<file path="src/rtl/global_sram_rd_streamer.sv">
// rtl/global_sram_rd_streamer.sv - burst reader for global_sram streaming words out through a credit-checked FIFO
module global_sram_rd_streamer #(
  parameter int DATA_BIT   = 32,
  parameter int DEPTH      = 1024,
  parameter int FIFO_DEPTH = 4,
  localparam int AW        = $clog2(DEPTH + 1)
) (
  input  logic                i_clk,
  input  logic                i_rst,
  input  logic                i_cmd_valid,
  output logic                o_cmd_ready,
  input  logic [AW-1:0]       i_cmd_addr,
  input  logic [AW-1:0]       i_cmd_len,
  output logic [AW-1:0]       o_sram_addr,
  output logic                o_sram_ren,
  input  logic [DATA_BIT-1:0] i_sram_rdata,
  output logic                o_out_valid,
  input  logic                i_out_ready,
  output logic [DATA_BIT-1:0] o_out_data,
  output logic                o_out_last,
  output logic                o_busy,
  output logic                o_done
);
  localparam int PW = $clog2(FIFO_DEPTH);
  localparam int CW = PW + 1;

  typedef enum logic [1:0] {S_IDLE, S_READ, S_DRAIN} state_t;

  state_t              r_state;
  state_t              w_state_nxt;
  logic [AW-1:0]       r_next_addr;
  logic [AW-1:0]       r_last_addr;
  logic [AW-1:0]       r_remaining;
  logic                r_inflight;
  logic                r_inflight_last;
  logic [DATA_BIT-1:0] r_mem_data [FIFO_DEPTH];
  logic                r_mem_last [FIFO_DEPTH];
  logic [PW-1:0]       r_wr_ptr;
  logic [PW-1:0]       r_rd_ptr;
  logic [CW-1:0]       r_count;
  logic                r_done;

  logic                w_accept;
  logic                w_ren;
  logic                w_last_ren;
  logic                w_push;
  logic                w_pop;
  logic                w_last_pop;
  logic [CW:0]         w_occ;

  assign w_accept   = (r_state == S_IDLE) && i_cmd_valid;
  // A read already in flight has claimed a FIFO slot, so it counts against the credit.
  assign w_occ      = {1'b0, r_count} + {{CW{1'b0}}, r_inflight};
  assign w_ren      = (r_state == S_READ) && (r_remaining != '0) && (w_occ < (CW+1)'(FIFO_DEPTH));
  assign w_last_ren = w_ren && (r_remaining == AW'(1));
  assign w_push     = r_inflight;
  assign w_pop      = (r_count != '0) && i_out_ready;
  assign w_last_pop = w_pop && r_mem_last[r_rd_ptr];

  always_comb begin
    w_state_nxt = r_state;
    case (r_state)
      S_IDLE:  if (w_accept && (i_cmd_len != '0)) w_state_nxt = S_READ;
      S_READ:  if (w_last_ren) w_state_nxt = S_DRAIN;
      S_DRAIN: if (w_last_pop && !r_inflight && (r_count == CW'(1))) w_state_nxt = S_IDLE;
      default: w_state_nxt = S_IDLE;
    endcase
  end

  always_ff @(posedge i_clk) begin
    if (i_rst) begin
      r_state         <= S_IDLE;
      r_next_addr     <= '0;
      r_last_addr     <= '0;
      r_remaining     <= '0;
      r_inflight      <= 1'b0;
      r_inflight_last <= 1'b0;
      r_wr_ptr        <= '0;
      r_rd_ptr        <= '0;
      r_count         <= '0;
      r_done          <= 1'b0;
    end else begin
      r_state         <= w_state_nxt;
      r_inflight      <= w_ren;
      r_inflight_last <= w_last_ren;
      r_done          <= (w_accept && (i_cmd_len == '0)) ||
                         ((r_state == S_DRAIN) && (w_state_nxt == S_IDLE));
      if (w_accept) begin
        r_next_addr <= i_cmd_addr;
        r_remaining <= i_cmd_len;
      end else if (w_ren) begin
        r_last_addr <= r_next_addr;
        r_next_addr <= (r_next_addr == AW'(DEPTH - 1)) ? '0 : r_next_addr + AW'(1);
        r_remaining <= r_remaining - AW'(1);
      end
      if (w_push) r_wr_ptr <= r_wr_ptr + PW'(1);
      if (w_pop)  r_rd_ptr <= r_rd_ptr + PW'(1);
      case ({w_push, w_pop})
        2'b10:   r_count <= r_count + CW'(1);
        2'b01:   r_count <= r_count - CW'(1);
        default: r_count <= r_count;
      endcase
    end
  end

  always_ff @(posedge i_clk) begin
    if (w_push) begin
      r_mem_data[r_wr_ptr] <= i_sram_rdata;
      r_mem_last[r_wr_ptr] <= r_inflight_last;
    end
  end

  // The address shown during a read is the one being fetched; otherwise it holds the last fetched one.
  assign o_sram_addr = w_ren ? r_next_addr : r_last_addr;
  assign o_sram_ren  = w_ren;
  assign o_cmd_ready = (r_state == S_IDLE);
  assign o_busy      = (r_state != S_IDLE);
  assign o_done      = r_done;
  assign o_out_valid = (r_count != '0);
  assign o_out_data  = o_out_valid ? r_mem_data[r_rd_ptr] : '0;
  assign o_out_last  = o_out_valid && r_mem_last[r_rd_ptr];
endmodule

</file>
<file path="config.mk">
export PLATFORM = sky130hd
export DESIGN_NAME = global_sram_rd_streamer
export DESIGN_NICKNAME = d
export VERILOG_FILES = /design/src/rtl/global_sram_rd_streamer.sv
export SDC_FILE = /design/constraint.sdc
export NUM_CORES = 1
export LEC_CHECK = 0
export ABC_AREA = 1
export ABC_CLOCK_PERIOD_IN_PS = 1750
export CAP_MARGIN = 10
export CORE_MARGIN = 4
export CORE_UTILIZATION = 57
export DETAILED_ROUTE_END_ITERATION = 12
export DONT_BUFFER_PORTS = 1
export HOLD_SLACK_MARGIN = 0.03
export PLACE_DENSITY = 0.75
export SYNTH_ARGS = -nofsm -noshare
export SYNTH_HDL_FRONTEND = slang
export SYNTH_SLANG_ARGS = --single-unit
</file>
<file path="constraint.sdc">
create_clock -name i_clk -period 1.75 [get_ports i_clk]
set_clock_uncertainty 0.15 [all_clocks]
set_input_delay 0.175 -clock i_clk [delete_from_list [all_inputs] [get_ports i_clk]]
set_output_delay 0.175 -clock i_clk [all_outputs]
set_load 0.05 [all_outputs]
</file>
==> key figures, run 1 <==
Yosys
  – Unique masters post-synth: 36
  – Sequential area share after synthesis: 62.73%
  – Post-synth ARST share: 0%
  – Post-Synthesis Cells: 791
  – Syn_nets: 861
  – Synth warn: 0
  – Primary FF master, synth: edfxtp_1
  – Mapped Area: 7819 um2
  – Syn avg cell area: 9.885 um2
  – Number of flops mapped to enable cells by yosys: 132
  – Flops & latches, synth: 179

GRT
  – Largest net degree at the start of global routing: 34

Floorplan
  – Die W: 125.1 um
  – Die height: 125.1 um
  – Initial Utilization: 58.58%
  – I/O pin total: 107
  – Placement Rows: 42

Status
  – Failing step: global routing (5_1_grt)
  – Outcome: aborted with a tool error
  – First Err: [ERROR DPL-0038] Utilization greater than 100%, impossible to legalize

Clock tree
  – H-tree Lvls: 4
  – Clk root buf: clkbuf_16
  – CTS Sinks: 179
  – CTS Buf Count: 17
  – Max clock buf depth: 2

Place
  – Gpl congestion: 0.9420
  – DP HPWL: 12.61 mm
  – Port Buffers: 0

Timing
  – Worst_ep kind: top-level output
  – Post-GRT worst EP: o_sram_addr[7]
==> Yosys cell counts, types with 2 or more instances <==
| master | n | share of area, % |
|---|---|---|
| o211ai_1 | 2 | 0.19 |
| o21ai_0 | 82 | 5.2 |
| and3_1 | 2 | 0.16 |
| nand2_4 | 2 | 0.29 |
| inv_2 | 6 | 0.29 |
| nor3_2 | 12 | 1.5 |
| clkbuf_1 | 18 | 0.86 |
| buf_6 | 4 | 0.58 |
| nor3_1 | 3 | 0.19 |
| a21oi_1 | 59 | 3.8 |
| nand4_1 | 7 | 0.56 |
| nor2_1 | 207 | 9.9 |
| xnor2_1 | 2 | 0.22 |
| nand2_1 | 80 | 3.8 |
| ha_1 | 12 | 1.9 |
| dfxtp_1 | 47 | 12 |
| buf_1 | 8 | 0.38 |
| o21bai_1 | 2 | 0.19 |
| buf_2 | 7 | 0.45 |
| edfxtp_1 | 132 | 51 |
| or2_2 | 2 | 0.16 |
| nand3_1 | 36 | 2.3 |
| inv_1 | 41 | 2.0 |
| xor2_1 | 6 | 0.67 |
==> stage by stage <==
| step | cell area, um2 | hold slack (ns) | worst slack, ns | util, % | instances |
|---|---|---|---|---|---|
| 4_1_cts | 12130 | 0.03841 | -0.4409 | 90.85 | 1161 |
| 3_5_place_dp | 9932 | 0.09551 | -0.008359 | 74.41 | 1040 |
| 3_3_place_gp | 9932 | 0.09356 | 0.04566 | 74.41 | 1040 |
| 2_1_floorplan | 8479 | 0.1049 | -0.05155 | - | 791 |
==> cell families after synthesis <==
group                    Yosys count  synth area share (%)
AO/OA/AOI/OAI                    149                 9.857
XOR/XNOR                           8                0.8962
adder cells (fa/ha/maj)           12                 1.920
buffers and inverters             85                 4.625
flip-flops                       179                 62.73
AND/OR/NAND/NOR                  358                 19.97
==> what timing repair did <==
item	in CTS
hold endpoints to repair	173
gates cloned	13
hold buffers	56
pin swaps	69
gates resized for setup	206
setup endpoints to repair	49
buffers inserted	20
==> run 2: changes to the inputs <==
--- a/config.mk
+++ b/config.mk
@@ -6,14 +6,13 @@
 export NUM_CORES = 1
 export LEC_CHECK = 0
 export ABC_AREA = 1
-export ABC_CLOCK_PERIOD_IN_PS = 1750
+export ABC_CLOCK_PERIOD_IN_PS = 2300
 export CAP_MARGIN = 10
 export CORE_MARGIN = 4
-export CORE_UTILIZATION = 57
+export CORE_UTILIZATION = 40
 export DETAILED_ROUTE_END_ITERATION = 12
 export DONT_BUFFER_PORTS = 1
-export HOLD_SLACK_MARGIN = 0.03
-export PLACE_DENSITY = 0.75
+export PLACE_DENSITY_LB_ADDON = 0.15
 export SYNTH_ARGS = -nofsm -noshare
 export SYNTH_HDL_FRONTEND = slang
 export SYNTH_SLANG_ARGS = --single-unit
==> constraint.sdc (replaced) <==
create_clock -name i_clk -period 2.3 [get_ports i_clk]
set_clock_uncertainty 0.15 [all_clocks]
set_input_delay 0.23 -clock i_clk [delete_from_list [all_inputs] [get_ports i_clk]]
set_output_delay 0.23 -clock i_clk [all_outputs]
set_load 0.05 [all_outputs]
==> run 2 against run 1 <==
Synthesized cell count stayed put. Area after synthesis stayed put. The flow now finishes, with violations (setup timing).
==> key figures, run 2 <==
Worst setup path
  – CP cell instances: inv_4, ha_4, nand2_4, nor2_8, a21oi_4, clkbuf_16, nor2_4, nor2_4, buf_12
  – Critical-path top delay cell: dfxtp_4
  – CP peak stage delay: 0.38 ns
  – CP bufs+invs: 3
  – CP max FO: 6
  – CP arrival: 1.95 ns
  – Crit path max-delay family: buffers and inverters
  – CP Class: reg -> out
  – Most frequent CP cell: nor2_4
  – Critical Path End Type: primary output
  – CP Launch Type: flip-flop
  – Worst EP required: 1.92 ns

Yosys
  – Unique masters post-synth: 36
  – Top cell type by total area after synthesis: edfxtp_1
  – Post-synth ARST share: 0%
  – Area contributors post-synth: edfxtp_1 (51%), dfxtp_1 (12%), nor2_1 (9.9%)
  – Mapped Area: 7819 um2
  – Number of flops mapped to enable cells by yosys: 132
  – Most frequent cell after synthesis: nor2_1
  – Syn_nets: 861
  – Primary FF master, synth: edfxtp_1
  – Top post-synthesis cells by count: nor2_1 (207), edfxtp_1 (132), o21ai_0 (82)
  – Synth warn: 0
  – Flops & latches, synth: 179
  – Syn avg cell area: 9.885 um2
  – Post-Synthesis Cells: 791
  – Sequential area share after synthesis: 62.73%
  – Area share of the largest cell type after synthesis: 50.70%

Clock tree
  – Max clock buf depth: 2
  – H-tree Lvls: 4
  – Clk root buf: clkbuf_16
  – CTS Sinks: 179
  – Worst-Skew Late Latency: 0.42 ns
  – Clk slew on worst S/H paths: 0.07 ns
  – TritonCTS clock tree: done
  – CTS Buf Count: 17

Timing
  – Hold_ws: 0.03345 ns
  – Setup violators final: 9
  – Worst slew pin tran: 0.4801 ns
  – Fin crit period: 2.330 ns
  – Relative slew slack: 67.95%
  – Max Freq: 429.1 MHz
  – Pins Over Slew Limit: 0
  – Final WS setup: -0.03020 ns
  – Fin crit share: 101.3%
  – RSZ-0062 raised after global routing: yes
  – Final Hold Vio Count: 0

Power and ir drop
  – Comb power frac: 43.1%
  – Clock power frac: 24.6%
  – VDD IR max: 0.0005700 V
  – Sequential share of power: 32.3%
  – Internal: 7.005 mW
  – Sw Ratio: 40.65%
  – LEAKAGE: 3.980 nW
  – Sw Pwr: 4.798 mW
  – Power Dens Cells: 1133 nW/um2

Layout
  – Final Util: 54.96%
  – Most frequent cells in the layout: nor2_1 (183), edfxtp_1 (132), o21ai_0 (82)
  – Reg area: 4923 um2
  – Fillcell total: 1,623
  – Number of flip-flops in the largest register: 128
  – Fin nets: 996
  – Most common cell after layout, fill and taps aside: nor2_1
  – Synth-to-Final Area Change: 33.24%
  – Largest Register: r_mem_data
  – Multi-input gate area: 2851 um2
  – Layout cells sized above 1: 22.07%

Place
  – Port Buffers: 0
  – Gpl congestion: 0.7892
  – DP HPWL: 11.63 mm

GRT
  – Grt ovf: 0
  – GRT Total Usage: 17.44%
  – First-pass GRT wire length: 30.18 mm
  – Largest net degree at the start of global routing: 35
  – Initial antenna violation count: 1
  – Vias in the first global route: 5,936

Drt
  – Vias per inst: 4.994
  – Routed Antenna Nets: 0
  – DRT iter0 DRCs: 228
  – Routed wire length: 19.27 mm
  – Residual DRC: 0
  – Routed WL per cell: 16.07 um
  – Initial DRT Pass Iterations: 5
  – Via count: 5,988

Floorplan
  – Die footprint: 21,850 um2
  – Core area: 18,960 um2
  – Placement Rows: 50
  – I/O pin total: 107
  – Die height: 147.8 um
  – Initial Utilization: 41.25%
  – Die W: 147.8 um

Status
  – Violated checks: setup timing
  – Outcome: complete, but fails checks

Flow run
  – Max Cap Viol: 0

Min path
  – Worst min path class: in -> reg
==> run 2: area by class of cell <==
class | count | share of cell area (%)
diodes | 1 | 0.02402
inverters | 47 | 1.838
clock inverters | 14 | 1.573
clock buffers | 17 | 4.084
flip-flops and latches | 179 | 47.26
repair buffers | 152 | 14.72
multi-input cells | 529 | 27.37
well taps | 260 | 3.123
==> run 2: final timing paths <==
check / startpoint / endpoint / slack, ns / cells after the start
setup / recovery: r_remaining[1] / o_sram_addr[5] / -0.03 / 9
hold / removal: i_cmd_len[2] / r_state[0] / 0.03 / 4
hold reg to reg: r_rd_ptr[0] / r_rd_ptr[0] / 0.34 / 1
setup reg to reg: r_count[0] / r_remaining[1] / 0.10 / 9
==> run 2: repair_timing <==
action / 4_1_cts / 5_1_grt
cloned: 2 / 2
resized for setup: 27 / 55
endpoints found under the hold margin: 167 / 0
setup endpoints to repair: 34 / 31
hold buffers: 58 / 0
pin swaps: 2 / 21
buffers inserted: 8 / 15
==> run 2: routing by layer <==
metal / up-vias / GRT usage [%] / share of wire, %
li1: 2952 / - / -
met1: 2864 / 20.25 / 41
met4: 0 / 5.358 / 0.90
met5: - / 0 / 0
met3: 15 / 4.139 / 5.0
met2: 157 / 31.91 / 54
==> run 2: kinds of logic (layout without fill, tap and decap cells) <==
group                      count (synthesis)  count (layout)  share of synthesized area [%]
adders and majority gates                 12              12                          1.920
and+or+nand+nor                          358             360                          19.97
DFF                                      179             179                          62.73
other                                      0               1                              0
xor gates and xnor gates                   8               8                         0.8962
AOI/OAI and AO/OA                        149             149                          9.857
buffers and inverters                     85             230                          4.625
==> run 2: power groups by stage <==
stage	Sequential (mW)	Clock, mW	Combinational (mW)
6_report	3.81	2.90	5.09
2_1_floorplan	3.81	0	3.08
4_1_cts	3.78	2.97	4.74
3_3_place_gp	3.84	0	4.38
3_5_place_dp	3.85	0	4.43
5_1_grt	3.83	3.10	5.46
==> run 2: worst register-to-register path: stages, from the launching register on <==
cell	delay [ns]
dfxtp_4	0.36
nand3_1	0.12
nand3_4	0.14
clkinv_4	0.11
buf_4	0.16
buf_4	0.15
nand2_8	0.13
nand3_1	0.09
a21oi_1	0.15
dlygate4sd3_1	0.57
==> run 2: stage by stage <==
stage	cell area, um2	setup WS, ns	cells	power (mW)	setup TNS, ns
2_1_floorplan	7850	-0.03935	791	6.891	-1.180
3_3_place_gp	8685	0.2332	1082	8.216	0
3_5_place_dp	8685	0.1535	1082	8.277	0
4_1_cts	10040	-0.01181	1181	11.50	-0.02551
5_1_grt	10420	-0.08390	1199	12.39	-0.7133
6_report	10420	-0.03020	1199	11.80	-0.1422
No activity file was read; power rests on OpenSTA's default activity.
